### src/rtl/dec_cs_rr_arbiter_if.sv
// Requester-side bus of the chip-select round-robin arbiter: request vector in,
// decoder select/disable and one-hot grant mirror out.
interface dec_cs_rr_arbiter_if;
    localparam int unsigned N_REQ = 8;
    localparam int unsigned IDX_W = 3;

    logic [N_REQ-1:0] req;
    logic [IDX_W-1:0] a;
    logic             e;
    logic [N_REQ-1:0] gnt;
    logic             busy;

    modport master (output req, input a, e, gnt, busy);
    modport slave  (input req, output a, e, gnt, busy);
endinterface

### src/rtl/dec_cs_rr_arbiter.sv
// Round-robin arbiter sharing one 3-to-8 active-low chip-select decoder among eight
// requesters, with a hold-time limit under contention and a break-before-make gap.
module dec_cs_rr_arbiter #(
    parameter int unsigned MAX_HOLD   = 16,
    parameter int unsigned GAP_CYCLES = 1
) (
    input logic                clk,
    input logic                rst,
    dec_cs_rr_arbiter_if.slave bus
);
    localparam int unsigned N_REQ  = 8;
    localparam int unsigned IDX_W  = 3;
    localparam int unsigned HOLD_W = 8;
    localparam int unsigned GAP_W  = 4;

    localparam logic [HOLD_W-1:0] HOLD_MAX = HOLD_W'(MAX_HOLD);
    localparam logic [GAP_W-1:0]  GAP_LAST = GAP_W'(GAP_CYCLES);

    typedef enum logic [1:0] {
        IDLE  = 2'd0,
        GRANT = 2'd1,
        GAP   = 2'd2
    } state_e;

    state_e             state_q, state_d;
    logic [IDX_W-1:0]   ptr_q, ptr_d;
    logic [HOLD_W-1:0]  hold_cnt_q, hold_cnt_d;
    logic [GAP_W-1:0]   gap_cnt_q, gap_cnt_d;
    logic [IDX_W-1:0]   a_q, a_d;
    logic               e_q, e_d;
    logic [N_REQ-1:0]   gnt_q, gnt_d;
    logic               busy_q, busy_d;

    logic [IDX_W-1:0]   win_c;
    logic               release_c;

    // Circular scan from ptr; descending loop so the lowest offset from ptr wins.
    always_comb begin
        logic [IDX_W-1:0] idx;
        win_c = '0;
        idx   = '0;
        for (int i = N_REQ - 1; i >= 0; i--) begin
            idx = ptr_q + IDX_W'(i);
            if (bus.req[idx]) begin
                win_c = idx;
            end
        end
    end

    assign release_c = !bus.req[a_q] ||
                       ((hold_cnt_q == HOLD_MAX) && (|(bus.req & ~gnt_q)));

    always_comb begin
        state_d    = state_q;
        ptr_d      = ptr_q;
        hold_cnt_d = hold_cnt_q;
        gap_cnt_d  = gap_cnt_q;
        a_d        = a_q;
        e_d        = e_q;
        gnt_d      = gnt_q;

        case (state_q)
            IDLE: begin
                if (|bus.req) begin
                    a_d        = win_c;
                    e_d        = 1'b0;
                    gnt_d      = N_REQ'(1) << win_c;
                    hold_cnt_d = HOLD_W'(1);
                    state_d    = GRANT;
                end
            end
            GRANT: begin
                if (hold_cnt_q < HOLD_MAX) begin
                    hold_cnt_d = hold_cnt_q + HOLD_W'(1);
                end
                if (release_c) begin
                    e_d       = 1'b1;
                    gnt_d     = '0;
                    ptr_d     = a_q + IDX_W'(1);
                    gap_cnt_d = GAP_W'(1);
                    state_d   = GAP;
                end
            end
            GAP: begin
                if (gap_cnt_q < GAP_LAST) begin
                    gap_cnt_d = gap_cnt_q + GAP_W'(1);
                end else if (|bus.req) begin
                    a_d        = win_c;
                    e_d        = 1'b0;
                    gnt_d      = N_REQ'(1) << win_c;
                    hold_cnt_d = HOLD_W'(1);
                    state_d    = GRANT;
                end else begin
                    state_d = IDLE;
                end
            end
            default: begin
                state_d = IDLE;
            end
        endcase

        busy_d = (state_d != IDLE);
    end

    always_ff @(posedge clk) begin
        if (rst) begin
            state_q    <= IDLE;
            ptr_q      <= '0;
            hold_cnt_q <= '0;
            gap_cnt_q  <= '0;
            a_q        <= '0;
            e_q        <= 1'b1;
            gnt_q      <= '0;
            busy_q     <= 1'b0;
        end else begin
            state_q    <= state_d;
            ptr_q      <= ptr_d;
            hold_cnt_q <= hold_cnt_d;
            gap_cnt_q  <= gap_cnt_d;
            a_q        <= a_d;
            e_q        <= e_d;
            gnt_q      <= gnt_d;
            busy_q     <= busy_d;
        end
    end

    assign bus.a    = a_q;
    assign bus.e    = e_q;
    assign bus.gnt  = gnt_q;
    assign bus.busy = busy_q;
endmodule

### src/flat_wrapper.sv
// flat-port wrapper written by rule: the top's interface ports become plain ports
module dec_cs_rr_arbiter_flat 
#(
    parameter int unsigned MAX_HOLD   = 16,
    parameter int unsigned GAP_CYCLES = 1
)
  (clk, rst, bus_req, bus_a, bus_e, bus_gnt, bus_busy);
  dec_cs_rr_arbiter_if bus_i ();
  input logic clk;
  input logic rst;
  input wire logic [$bits(bus_i.req)-1:0] bus_req;
  output wire logic [$bits(bus_i.a)-1:0] bus_a;
  output wire logic [$bits(bus_i.e)-1:0] bus_e;
  output wire logic [$bits(bus_i.gnt)-1:0] bus_gnt;
  output wire logic [$bits(bus_i.busy)-1:0] bus_busy;
  assign bus_i.req = bus_req;
  assign bus_a = bus_i.a;
  assign bus_e = bus_i.e;
  assign bus_gnt = bus_i.gnt;
  assign bus_busy = bus_i.busy;
  dec_cs_rr_arbiter #(.MAX_HOLD(MAX_HOLD), .GAP_CYCLES(GAP_CYCLES)) u_core (.clk(clk), .rst(rst), .bus(bus_i));
endmodule
### config.mk
export PLATFORM = sky130hd
export DESIGN_NAME = dec_cs_rr_arbiter_flat
export DESIGN_NICKNAME = d
export VERILOG_FILES = /design/src/rtl/dec_cs_rr_arbiter_if.sv /design/src/rtl/dec_cs_rr_arbiter.sv /design/src/flat_wrapper.sv
export SDC_FILE = /design/constraint.sdc
export NUM_CORES = 1
export LEC_CHECK = 0
export BUFFER_PORTS_ARGS = -buffer_cell sky130_fd_sc_hd__buf_2
export CORE_AREA = 8 8 79 81
export DETAILED_ROUTE_END_ITERATION = 10
export DIE_AREA = 0 0 87 89
export PLACE_DENSITY_LB_ADDON = 0.15
export SYNTH_ARGS = -nofsm -noshare
export SYNTH_HDL_FRONTEND = slang
export SYNTH_SLANG_ARGS = --single-unit
### constraint.sdc
create_clock -name clk -period 10.3 [get_ports clk]
set_input_delay 1.545 -clock clk [delete_from_list [all_inputs] [get_ports clk]]
set_output_delay 1.545 -clock clk [all_outputs]
set_load 0.02 [all_outputs]
======== Word level (Yosys, flattened, before mapping) ========
Index checks and enable logic that the tools add are counted.
storage, ports and cells
  bits in registers ....................... 30
  word-level logic and storage cells ...... 103
operators by class
  add/sub/neg operators ................... 10
  magnitude comparators ................... 11
  eq/ne operators ......................... 7
  shift operators ......................... 1
  muxes and demuxes ....................... 49
  bitwise operators ....................... 2
  reduce and logical (&&, ||, !) cells .... 15
operator list
  kind                                                                          number
  8-bit 2-to-1 mux                                                              6
  8-bit one-hot mux with 3 select lines                                         2
  3-bit by 4-bit less-than comparator with 1-bit output, second input constant  9
  3-bit 2-to-1 mux                                                              10
  1-bit binary-select mux with 3-bit select                                     9
  8-bit OR reduction                                                            2
  1-bit 2-to-1 mux                                                              13
  3-bit adder, second input constant                                            4
  3-bit AND reduction                                                           3
  8-bit by 1-bit adder with 8-bit output, second input constant                 1
  8-bit bitwise AND                                                             1
  8-bit by 5-bit equality test with 1-bit output, second input constant         1
  8-bit by 5-bit less-than comparator with 1-bit output, second input constant  1
  4-bit 2-to-1 mux                                                              2
  8-bit NOT                                                                     1
  4-bit one-hot mux with 2 select lines                                         1
  1-bit by 3-bit left shift with 8-bit output, first input constant             1
  3-bit by 1-bit adder with 3-bit output, second input constant                 2
  3-bit by 2-bit adder with 3-bit output, second input constant                 2
  2-bit 2-to-1 mux                                                              3
  2-bit by 1-bit != test with 1-bit output, second input constant               3
  2-bit one-hot mux with 3 select lines                                         1
  3-bit one-hot mux with 2 select lines                                         1
  2-bit nonzero test                                                            3
  other kinds (12)                                                              13

======== Logic depth before layout (Yosys ltp) ========
  depth after elaboration ................. 15
  gate-level depth with buffers ........... 14

======== Worst setup path after synthesis ========
No wires, ideal clock.
  kind .................................... input -> register
  start point ............................. input bus_req[7]
  end point ............................... register u_core.gnt_q[4] (netlist: u_core.bus.gnt[4])
  setup time .............................. 0.117 ns
  data arrival time ....................... 3.568 ns
  required time ........................... 10.183 ns
  path slack .............................. 6.615 ns
  stages on the path ...................... 8
  path buffers ............................ 1
  cell sequence ........................... buf_2 > mux4_2 > mux2_4 > or2_0 > o2111a_1 > nor4_2 > a2111oi_2 > a32o_1
on the way
  word-level cells in the longest chain between the ends .. 14
  elaborated cells between the ends (all ways) .. 38
  those cells by class .................... 1 x eq/ne; 1 x shift; 29 x mux; 1 x bitwise; 6 x reduce/logical
ends and longest elaborated chain
  item                                         RTL line                                          RTL
  start: declaration                           flat_wrapper.sv:11                                input wire logic [$bits(bus_i.req)-1:0] bus_req;
  1-bit binary-select mux with 3-bit select    dec_cs_rr_arbiter.sv:44                           if (bus.req[idx]) begin
  1-bit 2-to-1 mux (not written as such)       dec_cs_rr_arbiter.sv:44
  3-bit 2-to-1 mux (8 in series)               dec_cs_rr_arbiter.sv:44
  1-bit by 3-bit left shift with 8-bit output  dec_cs_rr_arbiter.sv:67, dec_cs_rr_arbiter.sv:90
  8-bit 2-to-1 mux                             dec_cs_rr_arbiter.sv:64, dec_cs_rr_arbiter.sv:87
  8-bit 2-to-1 mux                             dec_cs_rr_arbiter.sv:85                           if (gap_cnt_q < GAP_LAST) begin
  8-bit one-hot mux with 3 select lines        dec_cs_rr_arbiter.sv:62                           case (state_q)
  end signal: assignment                       dec_cs_rr_arbiter.sv:122                          gnt_q <= gnt_d;
  end: declaration                             dec_cs_rr_arbiter.sv:31                           logic [N_REQ-1:0] gnt_q, gnt_d;
Several ways; a longest one is shown, not always the timed one. The select of a mux whose other input is x is not followed.
A chain may end at the register's enable or synchronous reset.

======== Final worst setup path ========
  start point ............................. register u_core.ptr_q[1]
  end point ............................... register u_core.gnt_q[6] (netlist: u_core.bus.gnt[6])
on the way
  word-level cells in the longest chain between the ends .. 15
  elaborated cells between the ends (all ways) .. 35
  those cells by class .................... 7 x add/sub; 1 x shift; 27 x mux
ends and longest elaborated chain
  item                                             RTL line                                          RTL
  start: declaration                               dec_cs_rr_arbiter.sv:26                           logic [IDX_W-1:0] ptr_q, ptr_d;
  start signal: assignment                         dec_cs_rr_arbiter.sv:117                          ptr_q <= ptr_d;
  3-bit adder                                      dec_cs_rr_arbiter.sv:43                           idx = ptr_q + IDX_W'(i);
  1-bit binary-select mux with 3-bit select        dec_cs_rr_arbiter.sv:44
  1-bit 2-to-1 mux (not written as such)           dec_cs_rr_arbiter.sv:44
  3-bit 2-to-1 mux (7 in series)                   dec_cs_rr_arbiter.sv:44
  3-bit 2-to-1 mux (*)                             dec_cs_rr_arbiter.sv:44
  1-bit by 3-bit left shift with 8-bit output (*)  dec_cs_rr_arbiter.sv:67, dec_cs_rr_arbiter.sv:90
  8-bit 2-to-1 mux (*)                             dec_cs_rr_arbiter.sv:64, dec_cs_rr_arbiter.sv:87
  8-bit 2-to-1 mux                                 dec_cs_rr_arbiter.sv:85
  8-bit one-hot mux with 3 select lines (*)        dec_cs_rr_arbiter.sv:62
Mark *: on every way between the ends. The rest lies on a longest branch, timed or not. The select of a mux whose other input is x is not followed.

==> metrics.csv <==
stage,metric,value,unit
setup_path,worstPathArrival,3.97,ns
logic_synthesis,avgSynthCellArea,8.54,um^2
route,drc,0,
setup_path,crit_path_end_kind,flip-flop,
pwr,p_switching,348,uW
die,fp.coreArea,0.00498,mm^2
clock_network,postCtsSetupBuffers,0,
status,status,"finished, final reports clean",
pwr,pwr-share-clk,12.4,%
logic_synthesis,ys_seq_elements,30,
setup_path,r2r-start,u_core.ptr_q[1]$_SDFFE_PP0P_,
clock_network,cts_hold_buf,0,
place,place_area,0.00245,mm^2
pwr,p_int,390,uW
setup_path,regToRegSetupSlack,6.50,ns
route,ant_nets,0,
clock_network,clock_sinks,30,
global_route,grt.busiest_layer,met2,
setup_path,rr_endpoint,u_core.bus.gnt[6]$_SDFFE_PP0P_,
setup_path,crit_slowest_cell,ha_1,
global_route,grt_pass1_vias,2025,
global_route,track_usage,15.7,%
place,post-place-ws,6.32,ns
timing,clock.fmax,0.263,GHz
pwr,power_frac_seq,23.9,%
clock_network,htree_levels,2,
setup_path,crit_path_start,u_core.ptr_q[1]$_SDFFE_PP0P_,
layout,diodes,0,
route,drt-initial-drc-count,104,
setup_path,worst-path-max-fanout,15,
setup_path,cp-endpoint,u_core.bus.gnt[6]$_SDFFE_PP0P_,
logic_synthesis,synthMuxAreaShare,20.3,%
setup_path,rr_worst_depth,9,
hold_path,hold_path_class,flip-flop to flip-flop,
logic_synthesis,netlist_area,0.00232,mm^2
logic_synthesis,synthTopCellsByArea,"dfxtp_1 (26%), mux4_2 (8.7%), mux2i_1 (6.0%), nor2_1 (4.0%), ha_1 (3.8%)",
logic_synthesis,yosys_warnings,0,
timing,fin_skew,0.00970,ns
clock_network,cts_buffers,5,
logic_synthesis,synth_ff_type,dfxtp_1,
timing,fin_crit_sh,36.9,%
global_route,met3_usage,3.22,%
setup_path,path_cells,"inv_2, ha_1, mux2i_1, mux2i_1, o221ai_1, nand2_1, o211a_1, or2_1, a32o_1",
timing,setup_slack,6.50,ns
timing,period_minus_slack,3.80,ns
job,maxCapViolCount,0,
timing,tightestPinTransition,0.897,ns
route,num_vias,2076,
logic_synthesis,synth_edf_count,0,
setup_path,critPathKind,flip-flop to flip-flop,
clock_network,clockBufferDepth,2,
logic_synthesis,seq_area_frac_synth,25.9,%
layout,synthToLayoutAreaGrowth,8.94,%
setup_path,cp_common_cell,mux2i_1,
logic_synthesis,synth_nets,289,
die,die_y,89,um
hold_path,holdPathStages,2,
place,portBuffers,22,
layout,layout-drive-gt1-share,18.0,%
logic_synthesis,synth_async_sr_flop_share,0,%
place,finalWeightedCongestion,0.869,
logic_synthesis,yosysTopAreaCell,dfxtp_1,
timing,slew_violations,0,
clock_network,clock_latency,0.28,ns
global_route,use_met1,17.6,%
clock_network,path_clk_slew,0.06,ns
layout,final_area,0.00253,mm^2
logic_synthesis,synth-adder-area-share,3.77,%
die,start_util,46.7,%
clock_network,ctsResizeCount,0,
logic_synthesis,synthSimpleGateAreaFrac,20.0,%
die,io-pin-count,23,
pwr,p_comb_share,63.7,%
pwr,p_leak,0.986,nW
global_route,gr-total-overflow,0,
timing,relSlewSlack,40.2,%
logic_synthesis,synth.distinct_cells,63,
global_route,antenna_found_initial,0,
timing,finalSetupViolations,0,
logic_synthesis,syn-instance-count,272,
setup_path,worstSetupStartpointType,flip-flop,
setup_path,worstPathRequired,10.47,ns
die,fp.dieW,87,um
pwr,ir_drop,0.000134,V
timing,fin_tns_setup,0,ns
route,viasPerCell,5.88,
route,wl,5770,um
global_route,grt_max_degree,30,
pwr,swShare,47.2,%
logic_synthesis,synth_top_cell_area_share,25.9,%
clock_network,cts_tree,done,
die,placementRows,26,
global_route,grt_pass1_wl,9580,um
logic_synthesis,synth_top_family_by_area,compound AO/OA/AOI/OAI gates,
pwr,finalPower,738,uW
place,dp_hpwl,4340,um
die,dieArea,0.00774,mm^2
pwr,power.density,292,mW/mm^2
timing,hold_viol,0,
global_route,grt_util_met2,28.0,%
logic_synthesis,yosys.area_share.xor_xnor,2.59,%
route,wire_per_inst,16.3,um
route,firstDrtPassIters,4,
layout,utilization,50.8,%
layout,nets,301,
logic_synthesis,synth_compound_area_share,20.9,%
clock_network,clockRootBuffer,clkbuf_8,
timing,rsz0062_at_grt,no,
setup_path,critPathMaxStageDelay,0.76,ns
-- cells in the final DEF, fill, tap and decap left out, types with 6 or more instances in the layout --
cell type,Yosys,final
dfxtp_1,30,30
o21ai_0,6,6
buf_2,7,22
a211oi_1,6,6
inv_1,16,16
a21oi_1,13,13
nor3_1,13,13
mux4_2,9,9
mux2i_1,14,14
nand2_1,20,20
mux2_2,6,6
clkbuf_8,0,6
nor2_1,25,25
ha_1,7,7
nand3_1,6,6
-- layer usage --
| metal | up-vias | wire [um] |
|---|---|---|
| met3 | 7 | 266 |
| met4 | 0 | 78 |
| li1 | 1037 | - |
| met1 | 995 | 2530 |
| met5 | - | 0 |
| met2 | 37 | 2900 |
-- power by group through the flow --
stage	Combinational, mW	Clock (mW)	Sequential [mW]
6_report	0.470	0.0917	0.176
5_1_grt	0.522	0.0985	0.179
4_1_cts	0.471	0.0948	0.176
3_5_place_dp	0.469	0	0.178
3_3_place_gp	0.466	0	0.178
2_1_floorplan	0.361	0	0.188
-- flip-flops by register name (all words and copies together), names as in the netlist --
name / cells
u_core.bus.e: 1
u_core.bus.gnt: 8
u_core.state_q: 2
u_core.hold_cnt_q: 8
u_core.ptr_q: 3
u_core.bus.a: 3
u_core.bus.busy: 1
u_core.gap_cnt_q: 4
-- per-stage QoR --
stage / hold slack (ns) / instances
floorplan: 0.413 / 272
global placement: 0.430 / 347
detailed placement: 0.433 / 347
CTS: 0.442 / 353
global route: 0.460 / 353
finish: 0.438 / 353
-- how the worst min path moves through the flow --
| stage | start | endpoint | slack, ns |
|---|---|---|---|
| after floorplan | u_core.hold_cnt_q[5]$_SDFFE_PP0P_ | u_core.hold_cnt_q[5]$_SDFFE_PP0P_ | 0.41 |
| after global placement | u_core.hold_cnt_q[5]$_SDFFE_PP0P_ | u_core.hold_cnt_q[5]$_SDFFE_PP0P_ | 0.43 |
| after detailed placement | u_core.hold_cnt_q[5]$_SDFFE_PP0P_ | u_core.hold_cnt_q[5]$_SDFFE_PP0P_ | 0.43 |
| after CTS | u_core.hold_cnt_q[5]$_SDFFE_PP0P_ | u_core.hold_cnt_q[5]$_SDFFE_PP0P_ | 0.44 |
| after global routing | u_core.hold_cnt_q[5]$_SDFFE_PP0P_ | u_core.hold_cnt_q[5]$_SDFFE_PP0P_ | 0.46 |
| final | u_core.hold_cnt_q[5]$_SDFFE_PP0P_ | u_core.hold_cnt_q[5]$_SDFFE_PP0P_ | 0.44 |
-- cells by family (layout without fill, tap and decap cells) --
group / count (synthesis) / after routing
mux: 33 / 33
fa+ha+maj: 7 / 7
flops: 30 / 30
simple gates: 93 / 93
buf+inv: 37 / 48
compound gates: 66 / 66
xor+xnor: 6 / 6
-- worst max-delay path: cells and delay by family, from the launching register on --
kind / cells / cell delay (ns)
AOI/OAI and AO/OA: 3 / 1.03
adders and majority gates: 1 / 0.76
buffers and inverters: 1 / 0.22
DFF: 1 / 0.75
muxes: 2 / 0.41
and+or+nand+nor: 2 / 0.51
-- cell type report --
class	instances	area [um^2]
multi-input combinational	205	1570
tap	70	87.6
timing repair buffer	24	125
clock buffer	6	82.6
inverter	18	67.6
fill	488	2450
sequential	30	601
-- synthesized netlist by cell type, drive strengths merged (3+ instances only) --
cell    count
xnor2       4
mux2i      15
nand2b      4
a21oi      13
dfxtp      30
o22ai       5
mux2        9
a211oi      6
nor3       13
nor2       25
ha          7
inv        17
nand3       6
o21ai       8
nand2      20
a32o        4
or3         3
nor4        5
or2         3
nor3b       3
clkbuf      9
o31ai       4
mux4        9
buf        10
(Power assumes the default switching activity.)
